[src/rtl/spike_gen_array_pkg.sv]
// Shared definitions for the spike generator array: sweep states and default widths.
package spike_gen_array_pkg;

    localparam int unsigned NGENS_DEF   = 8;
    localparam int unsigned NPERIOD_DEF = 16;
    localparam int unsigned NTAG_DEF    = 11;
    localparam int unsigned NCT_DEF     = 10;

    typedef enum logic [1:0] {
        IDLE,
        RD,
        WAIT,
        WB
    } state_t;

    // Stored word is {tick, period, tag}.
    function automatic int unsigned gen_word_width(input int unsigned nperiod,
                                                   input int unsigned ntag);
        return 2 * nperiod + ntag;
    endfunction

endpackage

[src/rtl/spike_gen_mem.sv]
// Simple dual-port generator state RAM: one write port, one read port with
// registered address and registered output (two-cycle read).
module spike_gen_mem #(
    parameter int unsigned DEPTH = 8,
    parameter int unsigned AW    = 3,
    parameter int unsigned DW    = 43
) (
    input  logic          clk,
    input  logic          we,
    input  logic [AW-1:0] waddr,
    input  logic [DW-1:0] wdata,
    input  logic          re,
    input  logic [AW-1:0] raddr,
    output logic [DW-1:0] rdata
);

    logic [DW-1:0] mem [DEPTH];
    logic [AW-1:0] raddr_q;
    logic          re_q;

    // Output register loads only on the cycle after a read request, so read
    // data holds while the consumer stalls and after it writes the entry back.
    always_ff @(posedge clk) begin
        if (we) begin
            mem[waddr] <= wdata;
        end
        re_q <= re;
        if (re) begin
            raddr_q <= raddr;
        end
        if (re_q) begin
            rdata <= mem[raddr_q];
        end
    end

endmodule

[src/rtl/spike_gen_array.sv]
// Array of programmable periodic spike generators, time-multiplexed over one
// RAM and swept once per unit_pulse; spikes leave on a valid/ack channel.
module spike_gen_array
    import spike_gen_array_pkg::*;
#(
    parameter  int unsigned NGENS   = NGENS_DEF,
    parameter  int unsigned NPERIOD = NPERIOD_DEF,
    parameter  int unsigned NTAG    = NTAG_DEF,
    parameter  int unsigned NCT     = NCT_DEF,
    localparam int unsigned IW      = $clog2(NGENS)
) (
    input  logic               clk,
    input  logic               reset,
    input  logic               unit_pulse,
    input  logic [IW:0]        gens_used,
    input  logic [NGENS-1:0]   gens_en,
    input  logic               prog_v,
    output logic               prog_a,
    input  logic [IW-1:0]      prog_gen_idx,
    input  logic [NPERIOD-1:0] prog_ticks,
    input  logic [NPERIOD-1:0] prog_period,
    input  logic [NTAG-1:0]    prog_tag,
    output logic               out_v,
    input  logic               out_a,
    output logic [NTAG-1:0]    out_tag,
    output logic [NCT-1:0]     out_ct
);

    localparam int unsigned DW = gen_word_width(NPERIOD, NTAG);

    state_t          state;
    logic [IW-1:0]   idx;
    logic [IW:0]     idx_next;
    logic            last;

    logic            mem_we;
    logic [IW-1:0]   mem_waddr;
    logic [DW-1:0]   mem_wdata;
    logic            mem_re;
    logic [DW-1:0]   mem_rdata;

    logic [NPERIOD-1:0] rd_tick;
    logic [NPERIOD-1:0] rd_period;
    logic [NTAG-1:0]    rd_tag;
    logic [NPERIOD-1:0] new_tick;
    logic               spike;
    logic               wb_done;

    assign rd_tick   = mem_rdata[DW-1 -: NPERIOD];
    assign rd_period = mem_rdata[NTAG +: NPERIOD];
    assign rd_tag    = mem_rdata[NTAG-1:0];

    assign spike    = !(rd_tick < rd_period);
    assign new_tick = spike ? NPERIOD'(1) : rd_tick + NPERIOD'(1);

    assign idx_next = {1'b0, idx} + (IW+1)'(1);
    assign last     = !(idx_next < gens_used);

    // Write-back happens once, on the cycle the generator is released.
    assign wb_done = (state == WB) && (!spike || out_a);

    assign prog_a = reset && (state == IDLE) && prog_v;

    assign out_v   = (state == WB) && spike;
    assign out_tag = out_v ? rd_tag : '0;
    assign out_ct  = out_v ? NCT'(1) : '0;

    always_comb begin
        mem_we    = 1'b0;
        mem_waddr = idx;
        mem_wdata = {new_tick, rd_period, rd_tag};
        if (prog_a) begin
            mem_we    = 1'b1;
            mem_waddr = prog_gen_idx;
            mem_wdata = {prog_ticks, prog_period, prog_tag};
        end else if (wb_done) begin
            mem_we    = 1'b1;
        end
    end

    assign mem_re = (state == RD) && gens_en[idx];

    spike_gen_mem #(
        .DEPTH (NGENS),
        .AW    (IW),
        .DW    (DW)
    ) u_mem (
        .clk   (clk),
        .we    (mem_we),
        .waddr (mem_waddr),
        .wdata (mem_wdata),
        .re    (mem_re),
        .raddr (idx),
        .rdata (mem_rdata)
    );

    always_ff @(posedge clk or negedge reset) begin
        if (!reset) begin
            state <= IDLE;
            idx   <= '0;
        end else begin
            case (state)
                IDLE: begin
                    if (unit_pulse) begin
                        idx <= '0;
                        if (gens_used != '0) begin
                            state <= RD;
                        end
                    end
                end
                RD: begin
                    if (gens_en[idx]) begin
                        state <= WAIT;
                    end else if (last) begin
                        state <= IDLE;
                    end else begin
                        idx <= idx_next[IW-1:0];
                    end
                end
                WAIT: begin
                    state <= WB;
                end
                WB: begin
                    if (wb_done) begin
                        if (last) begin
                            state <= IDLE;
                        end else begin
                            idx   <= idx_next[IW-1:0];
                            state <= RD;
                        end
                    end
                end
                default: begin
                    state <= IDLE;
                end
            endcase
        end
    end

endmodule

[config.mk]
export PLATFORM = sky130hd
export DESIGN_NAME = spike_gen_array
export DESIGN_NICKNAME = d
export VERILOG_FILES = /design/src/rtl/spike_gen_array_pkg.sv /design/src/rtl/spike_gen_mem.sv /design/src/rtl/spike_gen_array.sv
export SDC_FILE = /design/constraint.sdc
export NUM_CORES = 1
export LEC_CHECK = 0
export CAP_MARGIN = 20
export CORE_MARGIN = 4
export CORE_UTILIZATION = 55
export DETAILED_ROUTE_END_ITERATION = 8
export PLACE_DENSITY = 0.84
export SLEW_MARGIN = 20
export SYNTH_ARGS = -nofsm -noshare
export SYNTH_HDL_FRONTEND = slang
export SYNTH_SLANG_ARGS = --single-unit
[constraint.sdc]
create_clock -name clk -period 15.1 [get_ports clk]
set_input_delay 3.02 -clock clk [delete_from_list [all_inputs] [get_ports clk]]
set_output_delay 3.02 -clock clk [all_outputs]
set_load 0.02 [all_outputs]
* Yosys cells after proc, flatten, opt, wreduce, memory -nomap -nowiden
Memories as Yosys holds them, arrays and structs flattened. A register that Yosys moved wholly into a read port is not among the register bits. Cells that the tools add are included. W data, S select, Z words.
Word-level totals: bits in registers 9, RAM bits 344, input port bits 63, word-level logic and storage cells 53, memories kept 1
Cells by class: $add $sub $neg 2, $lt $le $gt $ge 3, equal/unequal tests 8, multiplexer cells 23, reduce and logical (&&, ||, !) cells 12
Memories:
- u_mem.mem | words 8, bits a word 43, read ports 1, clocked after Yosys merged registers in 1, wr ports 1, RTL line spike_gen_mem.sv:17 | logic [DW-1:0] mem [DEPTH];
Operators by type and width (number):
- $mux W43 | 1
- $add A16 B1 Y16 const B | 1
- $lt A16 B16 Y1 | 1
- $mux W16 | 1
- $mux W3 | 5
- $mux W11 | 1
- $mux W2 | 5
- $pmux W3 S3 | 1
- $pmux W2 S4 | 1
- $reduce_and A4 Y1 | 2
- $mux W1 | 7
- $ne A2 B2 Y1 const B | 3
- $logic_and A1 B1 Y1 | 5
- $add A3 B1 Y4 const B | 1
- $eq A2 B2 Y1 const B | 2
- $lt A3 B4 Y1 const B | 1
- $lt A4 B4 Y1 | 1
- $reduce_bool A4 Y1 | 1
- $bmux W1 S3 | 1
- $ne A3 B2 Y1 const B | 1
- $reduce_bool A3 Y1 | 1
- $eq A2 B1 Y1 const B | 1
- $logic_not A2 Y1 | 1
- $ne A2 B1 Y1 const B | 1
- 2 further kinds | 2

* Depth between registers and ports, before layout
word-level depth 7, gate-level depth with buffers 10, gate-level depth less buffers 8

* Modules after synthesis
Synthesis repeated with hierarchy kept, for this count alone.
Second synthesis, totals: cells, all modules 850, area total of the unflattened synthesis 16427.0 µm²
Modules (own cells, without submodules):
- spike_gen_mem | instances 1, cells an instance 558, area an instance 14567.7 µm², seq. area each 11731.3 µm²
- spike_gen_array | instances 1, cells an instance 292, area an instance 1859.3 µm², seq. area each 125.1 µm²

* Worst setup path before layout
Ideal clock, no wire load.
path kind input -> register, start point in prog_v, end point mem u_mem.mem[7][0], enable pin, arrival 7168 ps, data required time 14590 ps, setup slack 7422 ps, cell stages on the path 7, path through nand3_1 buf_2 clkinv_1 clkbuf_1 nand3_1 o21a_1 o32ai_1
On the way: word-level cells in the longest chain between the ends 4, elaborated cells on any way between the ends 5, classes of those cells mux: 4; reduce/logical: 1
RTL lines:
- from (decl) | RTL line spike_gen_array.sv:17 | input logic prog_v,
- $logic_and A1 B1 Y1 (*) | RTL line spike_gen_array.sv:62 | assign prog_a = reset && (state == IDLE) && prog_v;
- $mux W1 | RTL line spike_gen_array.sv:72 | if (prog_a) begin
- $mux W1 | RTL line spike_gen_mem.sv:24 | if (we) begin
- $mux W1 (implied by the code) | RTL line spike_gen_mem.sv:25 | mem[waddr] <= wdata;
- to (decl) | RTL line spike_gen_mem.sv:17
Mark *: on every way between the ends. The rest lies on a longest branch, timed or not.

* Worst setup path in the final report
start point in reset, end point out prog_a
On the way: word-level cells in the longest chain between the ends 2
RTL lines:
- from (decl) | RTL line spike_gen_array.sv:13 | input logic reset,
- $logic_and A1 B1 Y1 (2 in a row) | RTL line spike_gen_array.sv:62
- to (decl) | RTL line spike_gen_array.sv:18 | output logic prog_a,
Every way passes these cells.

==> flow_metrics.py <==
metrics = {
    "outcome": {
        "outcome": "completed",
    },
    "timing": {
        "max_freq_mhz": 120,
        "slew_headroom": 0.326,
        "skew_ps": 13.6,
        "drv_slew": 0,
        "hold_ws_ps": 617,
        "hold_viol_final": 0,
        "setup_viol_count_final": 0,
        "finalSetupTns_ps": 0,
        "rsz0062_at_grt": "no",
        "min_period_ps": 8320,
        "worstMarginPinSlew_ps": 1000,
        "fin_crit_sh": 0.551,
    },
    "cells_and_area": {
        "diodes": 0,
        "syn2layout_area_growth_pct": 15.9,
        "fin_nets": 1029,
        "drive_gt1_frac": 0.227,
    },
    "worst_setup_path": {
        "crit_chain": "clkdlybuf4s50_1 > nand3_1 > buf_4 > inv_2 > clkdlybuf4s50_1",
        "crit_family": "buffers and inverters",
        "slowest_stage": "clkdlybuf4s50_1",
        "critPathBufInv": 4,
        "cp.arrival_ps": 5300,
        "crit_type": "in -> out",
        "cpMostUsedCell": "clkdlybuf4s50_1",
        "startpoint_type": "primary input",
        "crit_path_end_kind": "primary output",
        "path_max_fanout": 31,
        "required_ps": 12080,
        "slowest_delay_ps": 730,
    },
    "power": {
        "cellLeakagePower_nw": 6.09,
        "p_int_mw": 2.40,
        "switchingPower_uw": 933,
        "totalPowerFinal_mw": 3.33,
        "power.share.clock": 0.289,
        "p_comb_frac": 0.242,
        "vdd_drop_max_mv": 0.0793,
        "swShare": 0.280,
        "power_frac_seq": 0.469,
        "power.density_nw_per_um2": 178,
    },
    "global_routing": {
        "grt_pass1_wl_um": 51400,
        "antenna_found_initial": 0,
        "track_usage": 0.216,
        "grt_max_degree": 55,
        "grt_pass1_vias": 8581,
        "grt_overflow_total": 0,
    },
    "hold_path": {
        "hp-class": "reg -> reg",
    },
    "floorplan": {
        "die_w_um": 179,
        "dieHeight_um": 179,
        "num_rows": 62,
        "ioPinCount": 86,
        "die_area_um2": 32100,
        "core_area_um2": 28800,
        "start_util": 0.560,
    },
    "drt": {
        "drt_iter0_markers": 778,
        "dr.pass1.iters": 6,
        "wirelength_um": 33500,
        "vias": 8373,
        "wl_per_cell_um": 24.7,
        "vias_per_cell": 6.16,
        "drc": 0,
        "final_antenna_net_count": 0,
    },
    "clock_tree": {
        "cts_resized": 0,
        "cts-root-buf": "clkbuf_16",
        "cts_buffers": 38,
        "cts.htree.levels": 2,
        "cts.clk_slew.worst_paths_ps": 60,
        "insertion_delay_ps": 520,
        "clk_path_buf_depth": 3,
        "cts_setup_buffers": 0,
        "tritoncts": "built",
        "cts_num_sinks": 396,
        "cts_hold_buf": 0,
    },
    "placed_design": {
        "io_buffers": 76,
        "hpwl_um": 17800,
        "gp_congestion": 0.776,
    },
    "synth": {
        "syn-cell-area_um2": 16100,
        "ys_warn_count": 0,
        "ys_types": 45,
        "synth_area_leader_cell": "edfxtp_1",
        "synth_seq_cells": 396,
        "synth.top_cell.area_share": 0.726,
        "synth_area_leaders": "edfxtp_1 73%, mux4_2 12%, mux2_2 3.1%",
        "yosysSeqAreaShare": 0.735,
        "synthCells": 856,
        "syn_avg_cell_area_um2": 18.8,
    },
    "flow_run": {
        "max-cap-violations": 0,
    },
}
## worst register-to-register path: cells and delay by family (launching register included)
kind,cells,cell delay [ps]
and+or+nand+nor,3,520
AOI/OAI and AO/OA,2,500
DFF,1,480
buffers and inverters,4,1960
## layer usage
metal  GRT usage  vias up  share of wire
met3      0.0337       68          0.072
met1       0.303     4333           0.40
met5           0        -              0
met2       0.350      388           0.50
li1            -     3584              -
met4      0.0768        0          0.034
## stage by stage
| stage | util | worst slack [ps] | instance area, um^2 | std cells |
|---|---|---|---|---|
| floorplan | - | 7420 | 16200 | 864 |
| global placement | 0.605 | 6840 | 17400 | 1290 |
| detailed placement | 0.605 | 6800 | 17400 | 1290 |
| CTS | 0.650 | 6780 | 18700 | 1359 |
| global route | 0.650 | 6620 | 18700 | 1359 |
| finish | 0.650 | 6780 | 18700 | 1359 |
## path summary, 6_finish.rpt
check                                          start                          to  slack, ps  depth (start not counted)
worst min-delay path                       flip-flop          u_mem.re_q$_DFF_P_        620                          1
min in group asynchronous                      reset        state[0]$_DFFE_PN0P_       2720                          1
max in group asynchronous                      reset          idx[0]$_DFFE_PN0P_      12160                          1
worst max register to register  state[0]$_DFFE_PN0P_  u_mem.mem[3][34]$_DFFE_PP_      11230                          9
worst min register to register             flip-flop          u_mem.re_q$_DFF_P_        620                          1
worst max-delay path                           reset                      prog_a       6780                          5
## flip-flops by register name, indices dropped and copies added (netlist names), named ones only
register / count
u_mem.mem: 344
u_mem.rdata: 43
idx: 3
u_mem.raddr_q: 3
state: 1
u_mem.re_q: 1
## cell usage in the layout (no fill, tap or decap), drive strengths merged, types with 8 or more instances in the layout
| master | count |
|---|---|
| edfxtp | 390 |
| mux4 | 88 |
| nand2 | 80 |
| clkdlybuf4s50 | 76 |
| clkbuf | 45 |
| mux2 | 44 |
| o21ai | 39 |
| inv | 29 |
| ha | 20 |
| buf | 17 |
| clkinv | 15 |
| nor2 | 12 |
| a21oi | 11 |
| and2 | 11 |
| nand3 | 10 |
| conb | 9 |
| xor2 | 8 |
## synthesized netlist by cell type (all sizes together)
| library cell | n |
|---|---|
| a2111oi | 1 |
| a211o | 1 |
| a211oi | 1 |
| a21oi | 11 |
| a22oi | 1 |
| a31oi | 4 |
| a41oi | 1 |
| and2 | 11 |
| and3 | 2 |
| and4 | 1 |
| buf | 21 |
| clkbuf | 30 |
| clkinv | 1 |
| conb | 1 |
| dfrtp | 5 |
| dfxtp | 1 |
| edfxtp | 390 |
| ha | 20 |
| inv | 27 |
| mux2 | 44 |
| mux2i | 1 |
| mux4 | 88 |
| nand2 | 80 |
| nand2b | 3 |
| nand3 | 10 |
| nand3b | 1 |
| nand4 | 7 |
| nor2 | 12 |
| nor2b | 1 |
| nor3 | 7 |
| nor3b | 3 |
| nor4 | 1 |
| o21a | 1 |
| o21ai | 39 |
| o21bai | 1 |
| o31ai | 5 |
| o32ai | 4 |
| o41ai | 1 |
| or2 | 1 |
| or4 | 1 |
| xnor2 | 7 |
| xor2 | 8 |
## kinds of logic after synthesis
kind of cell,count (synthesis),share of synthesized area
AOI/OAI and AO/OA,71,0.0256
xor gates and xnor gates,15,0.00814
adders and majority gates,20,0.0155
buffers and inverters,79,0.0216
DFF,396,0.735
muxes,133,0.154
other,1,0.000232
and+or+nand+nor,141,0.0396
## layout make-up
class | count | area [um^2]
multi-input cells | 389 | 4090
flip-flops and latches | 396 | 11900
clock buffers | 45 | 1050
clock inverters | 24 | 231
well taps | 384 | 480
fillers | 1791 | 10100
inverters | 28 | 105
repair buffers | 93 | 888
## power groups by stage
stage / Combinational [mW] / Sequential (mW) / Clock [mW]
after floorplan: 0.578 / 1.56 / 0
after global placement: 0.777 / 1.57 / 0
after detailed placement: 0.806 / 1.58 / 0
after CTS: 0.816 / 1.56 / 0.977
after global routing: 0.883 / 1.57 / 1.03
final: 0.805 / 1.56 / 0.963
(Power assumes the default switching activity.)
